==> config.mk <==
export PLATFORM = sky130hd
export DESIGN_NAME = display_writer
export DESIGN_NICKNAME = d
export VERILOG_FILES = /design/src/rtl/display_writer.sv
export SDC_FILE = /design/constraint.sdc
export NUM_CORES = 1
export LEC_CHECK = 0
export CORE_MARGIN = 5
export CORE_UTILIZATION = 43
export CTS_CLUSTER_SIZE = 30
export DETAILED_ROUTE_END_ITERATION = 7
export GPL_ROUTABILITY_DRIVEN = 0
export GPL_TIMING_DRIVEN = 1
export PLACE_DENSITY = 0.75
export SYNTH_ARGS = -nofsm -noshare
export SYNTH_HDL_FRONTEND = slang
export SYNTH_SLANG_ARGS = --single-unit
export TNS_END_PERCENT = 50
==> constraint.sdc <==
create_clock -name clk -period 2.15 [get_ports clk]
set_clock_uncertainty 0.05 [all_clocks]
set_input_delay 0.3225 -clock clk [delete_from_list [all_inputs] [get_ports clk]]
set_output_delay 0.3225 -clock clk [all_outputs]
set_load 0.03 [all_outputs]
==> src/rtl/display_writer.sv <==
`default_nettype none
// ============================================================================
//  Module      : display_writer
//  Description : Streams RGB pixels into one of two display frame buffers.
//                Buffers are written in strict alternation (0,1,0,1,...).
//                Each frame waits for its target buffer's empty flag, accepts
//                FRAME_PX pixels through a valid/ready handshake, writes each
//                one a cycle after acceptance, then pulses FrameDone.
//  Parameters  : ACTIVE_PX    - active pixels per line
//                ACTIVE_LINES - active lines per frame
//                (FRAME_PX = ACTIVE_PX*ACTIVE_LINES, legal range 2..2^20)
//  Ports       : clk        - rising-edge clock
//                reset      - asynchronous, active-high reset
//                PixValid   - source pixel valid
//                PixR/G/B   - 8-bit colour components
//                PixReady   - writer accepts the pixel this cycle
//                Buf0Empty  - display buffer 0 free for writing
//                Buf1Empty  - display buffer 1 free for writing
//                WData      - write word {8'h00, R, G, B}
//                WAddr      - pixel address within the target buffer
//                WE0 / WE1  - write strobes for buffer 0 / buffer 1
//                CSDisplay  - display adapter chip select
//                FrameDone  - one-cycle pulse after the last pixel is written
//                CurBuf     - buffer currently targeted
//  Revision    : 1.0 - initial release
// ============================================================================
module display_writer #(
    parameter int ACTIVE_PX    = 640,
    parameter int ACTIVE_LINES = 480
) (
    input  logic        clk,
    input  logic        reset,
    input  logic        PixValid,
    input  logic [7:0]  PixR,
    input  logic [7:0]  PixG,
    input  logic [7:0]  PixB,
    output logic        PixReady,
    input  logic        Buf0Empty,
    input  logic        Buf1Empty,
    output logic [31:0] WData,
    output logic [19:0] WAddr,
    output logic        WE0,
    output logic        WE1,
    output logic        CSDisplay,
    output logic        FrameDone,
    output logic        CurBuf
);

    localparam int FRAME_PX = ACTIVE_PX * ACTIVE_LINES;

    // The last pixel index always fits in the 20-bit counter because
    // FRAME_PX is bounded by 2^20.
    localparam logic [19:0] c_LAST_PX = 20'(FRAME_PX - 1);

    localparam logic [1:0] c_WAIT_BUF = 2'd0;
    localparam logic [1:0] c_WRITE    = 2'd1;
    localparam logic [1:0] c_DONE     = 2'd2;

    logic [1:0]  r_state;
    logic        r_cur_buf;
    logic [19:0] r_cnt;
    logic [31:0] r_wdata;
    logic [19:0] r_waddr;
    logic        r_we0;
    logic        r_we1;
    logic        r_cs;

    // Only the flag of the buffer in turn matters; the other is ignored even
    // when it is also empty, which keeps the alternation strict.
    logic w_buf_empty;
    assign w_buf_empty = r_cur_buf ? Buf1Empty : Buf0Empty;

    always_ff @(posedge clk or posedge reset) begin
        if (reset) begin
            r_state   <= c_WAIT_BUF;
            r_cur_buf <= 1'b0;
            r_cnt     <= 20'd0;
            r_wdata   <= 32'd0;
            r_waddr   <= 20'd0;
            r_we0     <= 1'b0;
            r_we1     <= 1'b0;
            r_cs      <= 1'b0;
        end else begin
            // Strobes are single-cycle; data and address hold between beats.
            r_we0 <= 1'b0;
            r_we1 <= 1'b0;
            r_cs  <= 1'b0;
            case (r_state)
                c_WAIT_BUF: begin
                    if (w_buf_empty) begin
                        r_state <= c_WRITE;
                        r_cnt   <= 20'd0;
                    end
                end
                c_WRITE: begin
                    // Ready is asserted throughout WRITE, so valid alone
                    // means a beat is accepted on this edge.
                    if (PixValid) begin
                        r_wdata <= {8'h00, PixR, PixG, PixB};
                        r_waddr <= r_cnt;
                        r_we0   <= ~r_cur_buf;
                        r_we1   <= r_cur_buf;
                        r_cs    <= 1'b1;
                        r_cnt   <= r_cnt + 20'd1;
                        if (r_cnt == c_LAST_PX) begin
                            r_state <= c_DONE;
                        end
                    end
                end
                c_DONE: begin
                    r_cur_buf <= ~r_cur_buf;
                    r_cnt     <= 20'd0;
                    r_state   <= c_WAIT_BUF;
                end
                default: begin
                    r_state <= c_WAIT_BUF;
                end
            endcase
        end
    end

    assign PixReady  = (r_state == c_WRITE);
    // DONE lasts exactly one cycle, the same cycle as the final strobe.
    assign FrameDone = (r_state == c_DONE);
    assign CurBuf    = r_cur_buf;
    assign WData     = r_wdata;
    assign WAddr     = r_waddr;
    assign WE0       = r_we0;
    assign WE1       = r_we1;
    assign CSDisplay = r_cs;

endmodule
`default_nettype wire
==> results of run 1 <==
==> critical path, delay by kind of cell, from the launching register on <==
kind / cells / cell delay, ns
simple gates: 4 / 1.09
flops: 1 / 0.41
fa+ha+maj: 1 / 0.26
==> logic make-up after synthesis <==
kind of cell             count (synthesis)  share of synthesized area (%)
adder cells (fa/ha/maj)                  1                         0.3901
AND/OR/NAND/NOR                        199                          28.44
flip-flops                              70                          54.62
multiplexers                             2                         0.6633
buffers and inverters                   34                          5.970
AO/OA/AOI/OAI                           42                          9.521
XOR/XNOR                                 1                         0.2732
other                                    1                         0.1169
==> power by group through the flow <==
stage / Sequential, mW / Clock, mW / Combinational [mW]
CTS: 1.61 / 1.33 / 0.756
detailed placement: 1.63 / 0 / 0.752
global route: 1.63 / 1.39 / 0.810
global placement: 1.62 / 0 / 0.735
finish: 1.61 / 1.30 / 0.744
floorplan: 1.78 / 0 / 0.285
==> area by class of cell <==
| type | count | area [µm²] |
|---|---|---|
| fill | 629 | 2928 |
| sequential | 70 | 1752 |
| inverter | 5 | 18.77 |
| clock inverter | 5 | 106.4 |
| clock buffer | 11 | 141.4 |
| multi-input combinational | 253 | 1290 |
| timing repair buffer | 89 | 893.4 |
| tap | 99 | 123.9 |
==> Yosys cell counts, types with 2 or more instances <==
library cell               number  area [µm²]
sky130_fd_sc_hd__clkbuf_2       2       10.01
sky130_fd_sc_hd__nand2_1      145       544.3
sky130_fd_sc_hd__or3_2          2       15.01
sky130_fd_sc_hd__a21oi_1        5       25.02
sky130_fd_sc_hd__nand2b_1       8       50.05
sky130_fd_sc_hd__inv_1          5       18.77
sky130_fd_sc_hd__nand3_1        4       20.02
sky130_fd_sc_hd__o21ai_0       12       60.06
sky130_fd_sc_hd__nor3_1         3       15.01
sky130_fd_sc_hd__o311ai_1       2       17.52
sky130_fd_sc_hd__nor4_1         3       18.77
sky130_fd_sc_hd__buf_2          4       20.02
sky130_fd_sc_hd__buf_1          2       7.510
sky130_fd_sc_hd__dfrtp_1       70        1752
sky130_fd_sc_hd__a31oi_1        3       18.77
sky130_fd_sc_hd__nand4_1        8       50.05
sky130_fd_sc_hd__clkbuf_1       8       30.03
sky130_fd_sc_hd__o311ai_0       2       17.52
sky130_fd_sc_hd__o41ai_1        4       35.03
sky130_fd_sc_hd__nor2_1         6       22.52
sky130_fd_sc_hd__o21bai_1       2       15.01
sky130_fd_sc_hd__or4_1          5       37.54
sky130_fd_sc_hd__and3_1         2       12.51
sky130_fd_sc_hd__o31ai_1        5       37.54
sky130_fd_sc_hd__buf_4         11       82.58
sky130_fd_sc_hd__buf_6          2       22.52
==> metrics by stage <==
stage / instances / total power [mW] / setup slack [ns] / util, %
finish: 532 / 3.648 / 0.2783 / 59.63
floorplan: 357 / 2.064 / 0.009286 / -
detailed placement: 516 / 2.381 / 0.1268 / 56.15
CTS: 532 / 3.689 / 0.002539 / 59.57
global route: 532 / 3.836 / 0.1335 / 59.63
global placement: 516 / 2.356 / 0.1755 / 56.15
==> flip-flops by register name (all words and copies together), names as in the netlist <==
register   flops
CSDisplay      1
CurBuf         1
WAddr         20
WData         24
WE0            1
WE1            1
r_cnt         20
r_state        2
==> metal layers <==
metal	wire length, µm	up-vias
li1	-	1324
met1	3314	1288
met2	3944	99
met3	587	9
met4	78	0
met5	0	-
==> final timing paths <==
| kind | from | endpoint | slack, ns |
|---|---|---|---|
| max | r_cnt[0]$_DFFE_PP0P_ | r_cnt[16]$_DFFE_PP0P_ | 0.28 |
| min reg2reg | WAddr[0]$_DFFE_PP0P_ | WAddr[0]$_DFFE_PP0P_ | 0.42 |
| max in group asynchronous | reset | WAddr[8]$_DFFE_PP0P_ | 1.45 |
| min | reset | r_state[0]$_DFFE_PP0P_ | 0.33 |
| max reg2reg | r_cnt[0]$_DFFE_PP0P_ | r_cnt[16]$_DFFE_PP0P_ | 0.28 |
| min in group clk | WAddr[0]$_DFFE_PP0P_ | WAddr[0]$_DFFE_PP0P_ | 0.42 |
==> load_flow_metrics.sql, run 1 <==
INSERT INTO impl_metrics (metric_group, metric, value, unit) VALUES
('status', 'run_status', 'completed', ''),
('clock_tree', 'tritoncts_clock_tree', 'built', ''),
('sta', 'final.period_utilization', '87.05', '%'),
('setup_path', 'path_max_fanout', '7', ''),
('worst_hold_path', 'min_path_type', 'in2async', ''),
('placement', 'placedInstanceArea', '0.004073', 'mm²'),
('logic_synthesis', 'synth-seq-cells', '70', ''),
('pwr', 'cell_internal_power_dissipation', '2.570', 'mW'),
('sta', 'setup_violations_final', '0', ''),
('grt', 'total_track_usage', '17.61', '%'),
('clock_tree', 'clock_latency', '0.35', 'ns'),
('pwr', 'comb_power_share', '20.4', '%'),
('logic_synthesis', 'synth.lib_cells_used.distinct', '51', ''),
('floorplanning', 'total_die_area', '0.009285', 'mm²'),
('sta', 'fin_worst_hold_slack', '0.3271', 'ns'),
('drt', 'final_antenna_net_count', '0', ''),
('placement', 'post-dp-hpwl', '5410', 'µm'),
('setup_path', 'worstSetupPathType', 'reg2reg', ''),
('grt', 'grt.met2_usage', '29.27', '%'),
('logic_synthesis', 'netlist_instances', '350', ''),
('pwr', 'net-switching-power', '1.078', 'mW'),
('pwr', 'power.switching_fraction', '29.56', '%'),
('job', 'maxCapViolations', '0', ''),
('logic_synthesis', 'syn_avg_cell_area', '9.162', 'µm²'),
('clock_tree', 'clkSinkCount', '70', ''),
('grt', 'grt_overflow', '0', ''),
('clock_tree', 'h-tree-depth', '3', ''),
('drt', 'drc', '0', ''),
('sta', 'grt_setup_unrepaired', 'no', ''),
('sta', 'max_freq', '534.3', 'MHz'),
('logic_synthesis', 'synth.yosys.warnings', '0', ''),
('grt', 'grtUsageMet3', '5.238', '%'),
('grt', 'wire_length_of_the_first_global_routing_pass', '12600', 'µm'),
('floorplanning', 'floorplan.initialDensity', '44.21', '%'),
('pwr', 'total_leakage_power', '2.037', 'nW'),
('clock_tree', 'cts_root_buffer', 'sky130_fd_sc_hd__clkbuf_8', ''),
('pwr', 'pwr-share-clk', '35.6', '%'),
('setup_path', 'critical_path.endpoint_type', 'register', ''),
('drt', 'initialDrtViolationCount', '182', ''),
('sta', 'timing_hold_violations_final', '0', ''),
('grt', 'most_crowded_layer_after_global_routing', 'met2', ''),
('clock_tree', 'path_clk_slew', '0.07', 'ns'),
('setup_path', 'critPathSlowestCell', 'sky130_fd_sc_hd__or4_1', ''),
('clock_tree', 'number_of_post_cts_setup_repair_buffers', '0', ''),
('sta', 'timing_max_transition_violations_final', '0', ''),
('grt', 'number_of_antenna_violations_at_the_first_check_in_global_routing', '0', ''),
('logic_synthesis', 'ys_dominant_reg_cell', 'sky130_fd_sc_hd__dfrtp_1', ''),
('placement', 'port_buffers', '78', ''),
('logic_synthesis', 'synth-seq-area-share', '54.62', '%'),
('grt', 'first_global_vias', '2607', ''),
('final_layout', 'number_of_nets_at_the_end_of_the_flow', '458', ''),
('clock_tree', 'max-clock-path-buffers', '2', ''),
('floorplanning', 'num_io_pins', '87', ''),
('logic_synthesis', 'synth-edff-count', '0', ''),
('floorplanning', 'die_w', '96.36', 'µm'),
('sta', 'timing.final.crit_period', '1.872', 'ns'),
('final_layout', 'mostFrequentLayoutCell', 'sky130_fd_sc_hd__nand2_1', ''),
('drt', 'detail_route.first_pass.iterations', '4', ''),
('sta', 'timing.setup.tns', '0', 'ns'),
('final_layout', 'post_route_cells_drive_above_1_share', '9.007', '%'),
('pwr', 'power.ir.vdd_worst', '0.0004667', 'V'),
('setup_path', 'worst_ep_required_time', '2.39', 'ns'),
('drt', 'route.detailed.wl_per_inst', '14.89', 'µm'),
('pwr', 'seq_power_share', '44.0', '%'),
('setup_path', 'worst_r2r_path_depth', '5', ''),
('floorplanning', 'floorplan.die.height', '96.36', 'µm'),
('final_layout', 'finalInstanceArea', '0.004325', 'mm²'),
('floorplanning', 'core-area', '0.007253', 'mm²'),
('clock_tree', 'cts-hold-fix-buffers', '0', ''),
('drt', 'route.detailed.vias_per_inst', '5.113', ''),
('logic_synthesis', 'syn_area', '0.003207', 'mm²');
Power figures use the tool's default switching activity.
==> inputs of run 2 (changes only) <==
- CTS_CLUSTER_SIZE: 30 -> 20
- SLEW_MARGIN: not set -> 5
==> results of run 2 <==
Final layout, timing and power as in run 1 (identical DEF).
==> inputs of run 3 (changes only) <==
- CELL_PAD_IN_SITES_DETAIL_PLACEMENT: not set -> 0
- CELL_PAD_IN_SITES_GLOBAL_PLACEMENT: not set -> 2
- CORE_UTILIZATION: 43 -> 26
- PLACE_DENSITY: 0.75 -> not set
- PLACE_DENSITY_LB_ADDON: not set -> 0.1
==> run 3 against run 2 <==
Total power is 5.8% higher. Maximum frequency fell by 2.1%. Die area increased by 58%. Sequential power barely moved. Combinational power up 1%. Critical path type unchanged. Largest power group unchanged. Highest routed layer unchanged.
==> load_flow_metrics.sql, run 3 (synthesis results as in run 1) <==
INSERT INTO impl_metrics (metric_group, metric, value, unit) VALUES
('status', 'run_status', 'completed', ''),
('setup_path', 'r2r_start', 'r_cnt[4]$_DFFE_PP0P_', ''),
('clock_tree', 'cts_buffer_count', '9', ''),
('floorplanning', 'floorplan.initialDensity', '26.59', '%'),
('pwr', 'pwr-share-clk', '38.6', '%'),
('clock_tree', 'clkSinkCount', '70', ''),
('clock_tree', 'clock_latency', '0.33', 'ns'),
('pwr', 'net-switching-power', '1.153', 'mW'),
('setup_path', 'critical_path.endpoint_type', 'register', ''),
('placement', 'post-dp-hpwl', '5886', 'µm'),
('sta', 'timing_max_transition_violations_final', '0', ''),
('sta', 'timing.final.crit_period', '1.911', 'ns'),
('setup_path', 'path_max_fanout', '9', ''),
('drt', 'dr_total_vias', '2703', ''),
('grt', 'first_global_vias', '2784', ''),
('clock_tree', 'tritoncts_clock_tree', 'built', ''),
('setup_path', 'worst_r2r_path_depth', '4', ''),
('final_layout', 'insertedDiodeCount', '0', ''),
('drt', 'final_antenna_net_count', '0', ''),
('clock_tree', 'max-clock-path-buffers', '2', ''),
('setup_path', 'worstReg2RegEnd', 'r_cnt[13]$_DFFE_PP0P_', ''),
('drt', 'drc', '0', ''),
('setup_path', 'critical_path.endpoint', 'r_cnt[13]$_DFFE_PP0P_', ''),
('sta', 'max_freq', '523.2', 'MHz'),
('pwr', 'power.switching_fraction', '29.87', '%'),
('grt', 'number_of_antenna_violations_at_the_first_check_in_global_routing', '0', ''),
('clock_tree', 'cts-hold-fix-buffers', '0', ''),
('final_layout', 'final.fill_count', '1285', ''),
('setup_path', 'cp_top_family', 'simple AND/OR/NAND/NOR gates', ''),
('grt', 'grt_start_max_net_pins', '71', ''),
('worst_hold_path', 'min_path_type', 'in2async', ''),
('pwr', 'seq_power_share', '41.9', '%'),
('final_layout', 'area_growth_syn_to_layout', '40.81', '%'),
('grt', 'total_track_usage', '12.95', '%'),
('clock_tree', 'h-tree-depth', '3', ''),
('drt', 'route.final.wire_length', '8952', 'µm'),
('setup_path', 'regToRegSetupSlack', '0.24', 'ns'),
('drt', 'route.detailed.vias_per_inst', '4.453', ''),
('floorplanning', 'num_io_pins', '87', ''),
('clock_tree', 'number_of_post_cts_setup_repair_buffers', '0', ''),
('setup_path', 'critical_path.cell_chain', 'nand4_4 > or3_2 > o311ai_0 > o41ai_1', ''),
('drt', 'initialDrtViolationCount', '125', ''),
('final_layout', 'mostFrequentLayoutCell', 'sky130_fd_sc_hd__nand2_1', ''),
('sta', 'setup_violations_final', '0', ''),
('floorplanning', 'floorplan.die.height', '121.1', 'µm'),
('drt', 'route.detailed.wl_per_inst', '14.75', 'µm'),
('grt', 'wire_length_of_the_first_global_routing_pass', '14920', 'µm'),
('sta', 'timing_hold_violations_final', '0', ''),
('job', 'maxCapViolations', '0', ''),
('setup_path', 'critical_path.startpoint_type', 'register', ''),
('floorplanning', 'core-area', '0.01206', 'mm²'),
('sta', 'grt_setup_unrepaired', 'no', ''),
('setup_path', 'cp-startpoint', 'r_cnt[4]$_DFFE_PP0P_', ''),
('pwr', 'total_leakage_power', '2.095', 'nW'),
('floorplanning', 'total_die_area', '0.01466', 'mm²'),
('setup_path', 'critPathSlowestCell', 'sky130_fd_sc_hd__dfrtp_1', ''),
('setup_path', 'worstSetupPathType', 'reg2reg', ''),
('final_layout', 'largest_reg_flops', '24', ''),
('pwr', 'cell_internal_power_dissipation', '2.706', 'mW'),
('grt', 'grt_overflow', '0', ''),
('setup_path', 'worst_ep_required_time', '2.29', 'ns'),
('setup_path', 'critPathBufInv', '0', ''),
('sta', 'timing.setup.tns', '0', 'ns'),
('pwr', 'p_per_area', '854.5', 'mW/mm²'),
('clock_tree', 'cts_root_buffer', 'sky130_fd_sc_hd__clkbuf_16', ''),
('placement', 'port_buffers', '78', ''),
('pwr', 'comb_power_share', '19.6', '%'),
('floorplanning', 'die_w', '121.1', 'µm'),
('sta', 'final.period_utilization', '88.90', '%'),
('clock_tree', 'cts_repair_resize_count', '0', ''),
('pwr', 'power.ir.vdd_worst', '0.0003804', 'V'),
('setup_path', 'timing.critical_path.arrival', '2.06', 'ns'),
('final_layout', 'layout_common_cells', 'sky130_fd_sc_hd__nand2_1 (145), sky130_fd_sc_hd__clkdlybuf4s50_1 (76), sky130_fd_sc_hd__dfrtp_1 (70)', ''),
('sta', 'fin_worst_hold_slack', '0.3605', 'ns'),
('final_layout', 'number_of_nets_at_the_end_of_the_flow', '464', ''),
('drt', 'detail_route.first_pass.iterations', '5', ''),
('clock_tree', 'path_clk_slew', '0.06', 'ns'),
('setup_path', 'timing.critical_path.depth', '4', ''),
('final_layout', 'post_route_cells_drive_above_1_share', '9.795', '%'),
('setup_path', 'critPathMaxStageDelay', '0.53', 'ns'),
('floorplanning', 'standard_cell_rows', '40', '');
run 3: area by class of cell:
cell class / count / area [µm²] / share of cell area, %
Inverter: 5 / 18.77 / 0.4156
Multi-Input combinational cell: 253 / 1290 / 28.57
Timing Repair Buffer: 95 / 950.9 / 21.06
Clock buffer: 13 / 250.2 / 5.542
Tap cell: 168 / 210.2 / 4.655
Sequential cell: 70 / 1752 / 38.79
Clock inverter: 3 / 43.79 / 0.9698
run 3: power groups by stage:
| stage | Combinational [mW] | Clock [mW] | Sequential (mW) |
|---|---|---|---|
| final | 0.755 | 1.49 | 1.62 |
| after CTS | 0.771 | 1.56 | 1.62 |
| after global placement | 0.764 | 0 | 1.63 |
| after global routing | 0.832 | 1.61 | 1.64 |
| after floorplan | 0.285 | 0 | 1.78 |
| after detailed placement | 0.767 | 0 | 1.64 |
run 3: how the worst min path moves through the flow:
stage	end	slack (ns)	cells after the start
after detailed placement	WData[20]$_DFFE_PP0P_	0.41	2
after floorplan	WData[0]$_DFFE_PP0P_	0.38	2
after CTS	r_cnt[9]$_DFFE_PP0P_	0.39	3
final	CurBuf$_DFFE_PP0P_	0.36	3
after global routing	WE1$_DFF_PP0_	0.43	3
after global placement	WData[20]$_DFFE_PP0P_	0.41	2
run 3: worst reg2reg max path, stage by stage, from the launching register on:
cell                       delay, ns
sky130_fd_sc_hd__dfrtp_1        0.53
sky130_fd_sc_hd__nand4_4        0.24
sky130_fd_sc_hd__or3_2          0.47
sky130_fd_sc_hd__o311ai_0       0.34
sky130_fd_sc_hd__o41ai_1        0.14
run 3: metrics by stage:
stage	instances	util (%)	cell area [µm²]	worst slack (ns)	total power [mW]
after floorplan	357	-	3233	0.009286	2.064
after global placement	591	34.96	4217	0.1672	2.397
after detailed placement	591	34.96	4217	0.1472	2.406
after CTS	607	37.40	4511	0.02348	3.942
after global routing	607	37.44	4516	0.07357	4.081
final	607	37.44	4516	0.2386	3.859
run 3: per-layer routing:
metal  GRT usage [%]  part of all wire [%]  up-vias
met3           3.636                   4.8        9
met1           16.66                    47     1294
met2           20.67                    47       65
met5               0                     0        -
met4           4.887                   1.6        0
li1                -                     -     1335
